`src/rtl/mem_copy_dma.sv`:
```
// Word-by-word memory copy engine: alternates one READ and one WRITE cycle per word,
// walking source and destination upward from the latched start addresses.
module mem_copy_dma #(
  parameter int ADDR_W = 16,
  parameter int DATA_W = 16,
  parameter int LEN_W  = 8
) (
  input  logic              CLK,
  input  logic              RST_N,
  input  logic              Start,
  input  logic              Abort,
  input  logic [ADDR_W-1:0] SrcAddr,
  input  logic [ADDR_W-1:0] DstAddr,
  input  logic [LEN_W-1:0]  Len,
  output logic              Busy,
  output logic              Done,
  output logic [LEN_W-1:0]  WordCount,
  output logic              MemRead,
  output logic              MemWrite,
  output logic [ADDR_W-1:0] DataAddress,
  output logic [DATA_W-1:0] DataIn,
  input  logic [DATA_W-1:0] DataOut
);

  typedef enum logic [1:0] {
    IDLE  = 2'b00,
    READ  = 2'b01,
    WRITE = 2'b10,
    DONE  = 2'b11
  } state_t;

  localparam logic [LEN_W-1:0]  LEN_ZERO  = {LEN_W{1'b0}};
  localparam logic [LEN_W-1:0]  LEN_ONE   = {{(LEN_W-1){1'b0}}, 1'b1};
  localparam logic [ADDR_W-1:0] ADDR_ZERO = {ADDR_W{1'b0}};
  localparam logic [DATA_W-1:0] DATA_ZERO = {DATA_W{1'b0}};

  state_t            state_r;
  state_t            stateNext_s;
  logic [ADDR_W-1:0] srcAddr_r;
  logic [ADDR_W-1:0] dstAddr_r;
  logic [LEN_W-1:0]  len_r;
  logic [LEN_W-1:0]  index_r;
  logic [LEN_W-1:0]  indexNext_s;
  logic [LEN_W-1:0]  wordCount_r;
  logic [DATA_W-1:0] wordBuf_r;
  logic              memRead_s;
  logic              memWrite_s;
  logic [ADDR_W-1:0] dataAddress_s;
  logic              busy_s;
  logic              done_s;

  assign indexNext_s = index_r + LEN_ONE;

  // State register
  always_ff @(posedge CLK or negedge RST_N) begin
    if (!RST_N) begin
      state_r <= IDLE;
    end else begin
      state_r <= stateNext_s;
    end
  end

  // Next-state and state-decoded outputs; Abort only suppresses the write strobe combinationally
  always_comb begin
    stateNext_s   = state_r;
    memRead_s     = 1'b0;
    memWrite_s    = 1'b0;
    dataAddress_s = ADDR_ZERO;
    busy_s        = 1'b1;
    done_s        = 1'b0;
    case (state_r)
      IDLE: begin
        busy_s = 1'b0;
        if (Start) begin
          if (Len != LEN_ZERO) begin
            stateNext_s = READ;
          end else begin
            stateNext_s = DONE;
          end
        end else begin
          stateNext_s = IDLE;
        end
      end
      READ: begin
        memRead_s     = 1'b1;
        dataAddress_s = srcAddr_r + ADDR_W'(index_r);
        if (Abort) begin
          stateNext_s = IDLE;
        end else begin
          stateNext_s = WRITE;
        end
      end
      WRITE: begin
        memWrite_s    = ~Abort;
        dataAddress_s = dstAddr_r + ADDR_W'(index_r);
        if (Abort) begin
          stateNext_s = IDLE;
        end else if (indexNext_s == len_r) begin
          stateNext_s = DONE;
        end else begin
          stateNext_s = READ;
        end
      end
      DONE: begin
        done_s      = 1'b1;
        stateNext_s = IDLE;
      end
      default: begin
        stateNext_s = IDLE;
      end
    endcase
  end

  // Transfer parameters, progress counters and the single-word buffer
  always_ff @(posedge CLK or negedge RST_N) begin
    if (!RST_N) begin
      srcAddr_r   <= ADDR_ZERO;
      dstAddr_r   <= ADDR_ZERO;
      len_r       <= LEN_ZERO;
      index_r     <= LEN_ZERO;
      wordCount_r <= LEN_ZERO;
      wordBuf_r   <= DATA_ZERO;
    end else begin
      case (state_r)
        IDLE: begin
          if (Start) begin
            wordCount_r <= LEN_ZERO;
            if (Len != LEN_ZERO) begin
              srcAddr_r <= SrcAddr;
              dstAddr_r <= DstAddr;
              len_r     <= Len;
              index_r   <= LEN_ZERO;
            end else begin
              index_r <= index_r;
            end
          end else begin
            wordCount_r <= wordCount_r;
          end
        end
        READ: begin
          if (!Abort) begin
            wordBuf_r <= DataOut;
          end else begin
            wordBuf_r <= wordBuf_r;
          end
        end
        WRITE: begin
          // an aborted write leaves the count at the words actually committed
          if (!Abort) begin
            index_r     <= indexNext_s;
            wordCount_r <= wordCount_r + LEN_ONE;
          end else begin
            index_r <= index_r;
          end
        end
        default: begin
          index_r <= index_r;
        end
      endcase
    end
  end

  assign Busy        = busy_s;
  assign Done        = done_s;
  assign MemRead     = memRead_s;
  assign MemWrite    = memWrite_s;
  assign DataAddress = dataAddress_s;
  assign DataIn      = wordBuf_r;
  assign WordCount   = wordCount_r;

endmodule

```
`config.mk`:
```
export PLATFORM = sky130hd
export DESIGN_NAME = mem_copy_dma
export DESIGN_NICKNAME = d
export VERILOG_FILES = /design/src/rtl/mem_copy_dma.sv
export SDC_FILE = /design/constraint.sdc
export NUM_CORES = 1
export LEC_CHECK = 0
export CAP_MARGIN = 10
export CORE_ASPECT_RATIO = 0.5
export CORE_MARGIN = 2
export CORE_UTILIZATION = 35
export DETAILED_ROUTE_END_ITERATION = 10
export MAX_ROUTING_LAYER = met4
export PLACE_DENSITY = 0.6
export SLEW_MARGIN = 10
export SYNTH_ARGS = -nofsm -noshare
export SYNTH_HDL_FRONTEND = slang
export SYNTH_SLANG_ARGS = --single-unit
```
`constraint.sdc`:
```
create_clock -name CLK -period 4.38 [get_ports CLK]
set_clock_uncertainty 0.1 [all_clocks]
set_input_delay 0.876 -clock CLK [delete_from_list [all_inputs] [get_ports CLK]]
set_output_delay 0.876 -clock CLK [all_outputs]
set_load 0.01 [all_outputs]
```
==> summary.txt <==
Drt
  – Drt pass-1 iters: 4
  – First DRT Iteration DRCs: 153
  – Detailed-route via count: about 3100
  – Vias per cell: 4.86
  – DRC Markers: 0
  – Post-DRT Antenna Nets: 0
  – Routed WL: 9780 um
  – Drt wl/cell: ~15 um

Worst setup path
  – Worst EP arrival: 3.28 ns
  – Crit path max fanout: 16
  – Worst Path Required: ~3.4 ns
  – Startpoint class of the critical path: flop
  – CP Capture Type: output pin
  – Worst setup path class: flop to output pin

Layout
  – Most frequent cells in the layout: 93 x clkdlybuf4s50_1, 74 x dfrtp_1, 40 x mux2_4
  – Most common cell after layout, fill and taps aside: clkdlybuf4s50_1
  – # diodes: 0
  – P&R area growth vs syn: 36.6%
  – Fin cells: 642
  – Fillers: 1115
  – Layout cells sized above 1: 0.229
  – Fin nets: 550

CTS
  – CTS buffer count: 9
  – Clock Tree Buf Depth: 2
  – Worst-Skew Late Latency: 0.33 ns
  – Worst-path clk slew: 0.06 ns
  – CTS root buffer: clkbuf_16
  – H-Tree Depth: 3
  – TritonCTS clock tree: built
  – # clock sinks: 74

Place
  – Gpl congestion: between 0.8 and 0.9
  – Port Buf Inserts: 103
  – Hpwl dp: 7130 um
  – Placed insts: between 600 and 700

Floorplanning
  – Chip Height: 82.6 um
  – Row count: 28
  – Die Area: 0.0133 sq mm
  – Core Box Area: 0.0119 sq mm
  – Initial core utilization: 0.363
  – Top Ports: 104
  – DIE WIDTH: 161 um

Power
  – VDD IR max: 156 uV
  – Static Leak: 2.65 nW
  – P per Cell Area: 387 mW/mm^2
  – Switching Fraction: 0.268
  – Sequential power share: 0.382
  – Comb pwr share: 0.271
  – Power Internal: between 1.5 and 2 mW
  – Clock power frac: 0.347
  – P_sw: just over 600 uW

Yosys
  – Net Count, Synth: around 440
  – FFs w/ async S/R, synth: 1.00
  – Top cell type's share of synthesized area: 0.428
  – Syn avg cell area: 11.9 sq um
  – Area fraction in compound gates after synthesis: 0.0953
  – Syn Inst Count: roughly 360
  – Synthesized flop and latch total: 74
  – EDFF count, synth: 0
  – Synth Area in Simple Gates: 0.104
  – Post-synthesis mux area share: 0.225
  – Synth Area in Adders: 0.0539
  – Sequential area share after synthesis: 0.428
  – Main area contributors after synthesis: dfrtp_1 43%, mux2_4 14%, mux2_2 6.3%
  – Netlist cell types: 54
  – Mapped Area: roughly 0.0043 sq mm
  – Largest family of logic cells by synthesized area: multiplexers
  – Area leader, netlist: dfrtp_1
  – Predominant post-synthesis flop cell: dfrtp_1
  – YS warnings: 0
  – Xor and xnor fraction of the mapped netlist area: 0.0507

Timing
  – Fin. max-slew vios: 0
  – Hold Vio Cnt, Final: 0
  – Setup violators final: 0
  – FMAX: roughly 0.23 GHz
  – Worst Tran Pin Value: 0.934 ns
  – Hold Worst Slack: 0.402 ns
  – Slew margin rel.: 0.377
  – Final worst-path cycle share: 0.972
  – RSZ-0062 raised after global routing: yes
  – Crit path time final: roughly 4.3 ns

GRT
  – Pin count of the biggest net entering global routing: 75
  – Gr ovfl total: 0
  – First-pass GRT wire length: 15700 um
  – Initial antenna violation count: 0
  – Vias in the first global route: 3043
  – GRT Total Usage: 0.155

Outcome
  – Status: completed

Min path
  – HP Class: flop to flop

Job
  – Number of max-cap violations: 0
## power by group through the flow
stage               Clock [mW]  Combinational [mW]  Sequential [mW]
floorplan                    0               0.358            0.885
global placement             0               0.615            0.886
detailed placement           0               0.623            0.885
CTS                      0.818               0.626            0.875
global route             0.851               0.672            0.889
finish                   0.792               0.620            0.874
## worst max-delay path, stage by stage, from the launching register on
cell             delay, ns
dfrtp_1               0.41
inv_2                 0.10
ha_4                  0.22
buf_12                0.17
mux2_2                0.35
ha_2                  0.37
o21ai_0               0.11
a32oi_2               0.22
buf_4                 0.16
nand3_1               0.07
xnor2_1               0.14
nor2_1                0.08
clkdlybuf4s50_1       0.54
## per-stage QoR
stage,cell area (sq um),setup TNS [ns],utilization,setup slack (ns),power (mW)
after global placement,5470,0,0.459,0.0419,1.50
after global routing,5900,-0.0709,0.496,-0.0532,2.41
after CTS,5830,-0.0534,0.489,-0.0534,2.32
final,5900,0,0.496,0.122,2.29
after floorplan,4320,0,-,0.330,1.24
after detailed placement,5470,-0.0177,0.459,-0.0177,1.51
## timing repair
| item | CTS | global route |
|---|---|---|
| pin swaps | 3 | 1 |
| endpoints found under the hold margin | 0 | 0 |
| gates resized for setup | 8 | 17 |
| gates cloned | 0 | 0 |
| buffers inserted | 2 | 1 |
| hold buffers | 0 | 0 |
| setup endpoints to repair | 11 | 8 |
## path summary, 6_finish.rpt
check	slack, ns	end	start	cells after the start
worst min register to register	0.40	DataIn[13]	DataIn[13]	1
worst max-delay path	0.12	DataAddress[10]	state_r[0]	12
worst max register to register	1.68	len_r[7]	state_r[1]	6
worst min-delay path	0.40	DataIn[13]	DataIn[13]	1
max in group asynchronous	2.99	WordCount[0]	RST_N	1
min in group asynchronous	0.58	DataIn[14]	RST_N	1
## flip-flops by register name (all words and copies together), names as in the netlist
| signal | cells |
|---|---|
| srcAddr_r | 16 |
| state_r | 2 |
| index_r | 8 |
| dstAddr_r | 16 |
| len_r | 8 |
| WordCount | 8 |
| DataIn | 16 |
## synth_stat cells (all sizes together), types with 2 or more instances
| master | n |
|---|---|
| dfrtp | 74 |
| mux2 | 64 |
| nor2 | 25 |
| ha | 17 |
| nand2 | 17 |
| inv | 16 |
| xor2 | 16 |
| o21ai | 15 |
| buf | 10 |
| mux2i | 10 |
| nand3 | 9 |
| xnor2 | 9 |
| a21o | 8 |
| a21oi | 8 |
| nor3 | 6 |
| nand4 | 5 |
| nor2b | 5 |
| o221ai | 5 |
| o21a | 4 |
| or3 | 4 |
| clkbuf | 3 |
| nand2b | 3 |
| a22o | 2 |
| a31oi | 2 |
| and3 | 2 |
| nor3b | 2 |
| o2111ai | 2 |
| o22ai | 2 |
| or4 | 2 |
## area by class of cell
class                           instances  area (sq um)  area share
Clock buffer                           10           229      0.0388
Clock inverter                          6          91.3      0.0155
Inverter                               16          60.1      0.0102
Multi-Input combinational cell        260          2350       0.398
Sequential cell                        74          1850       0.314
Tap cell                              165           206      0.0350
Timing Repair Buffer                  111          1110       0.188
## cells by family (layout without fill, tap and decap cells)
kind of cell               count (synthesis)  in the layout
AOI/OAI and AO/OA                         58             58
buffers and inverters                     29            143
DFF                                       74             74
xor gates and xnor gates                  25             25
muxes                                     74             74
adders and majority gates                 18             18
and+or+nand+nor                           85             85
## routing by layer
metal | track usage | routed length (um) | vias up
li1 | - | - | 1523
met1 | 0.210 | 4880 | 1528
met2 | 0.236 | 4430 | 59
met3 | 0.0385 | 385 | 9
met4 | 0.0402 | 89 | 0
met5 | - | 0 | -
Note: power is estimated with default switching activity, not from simulation.
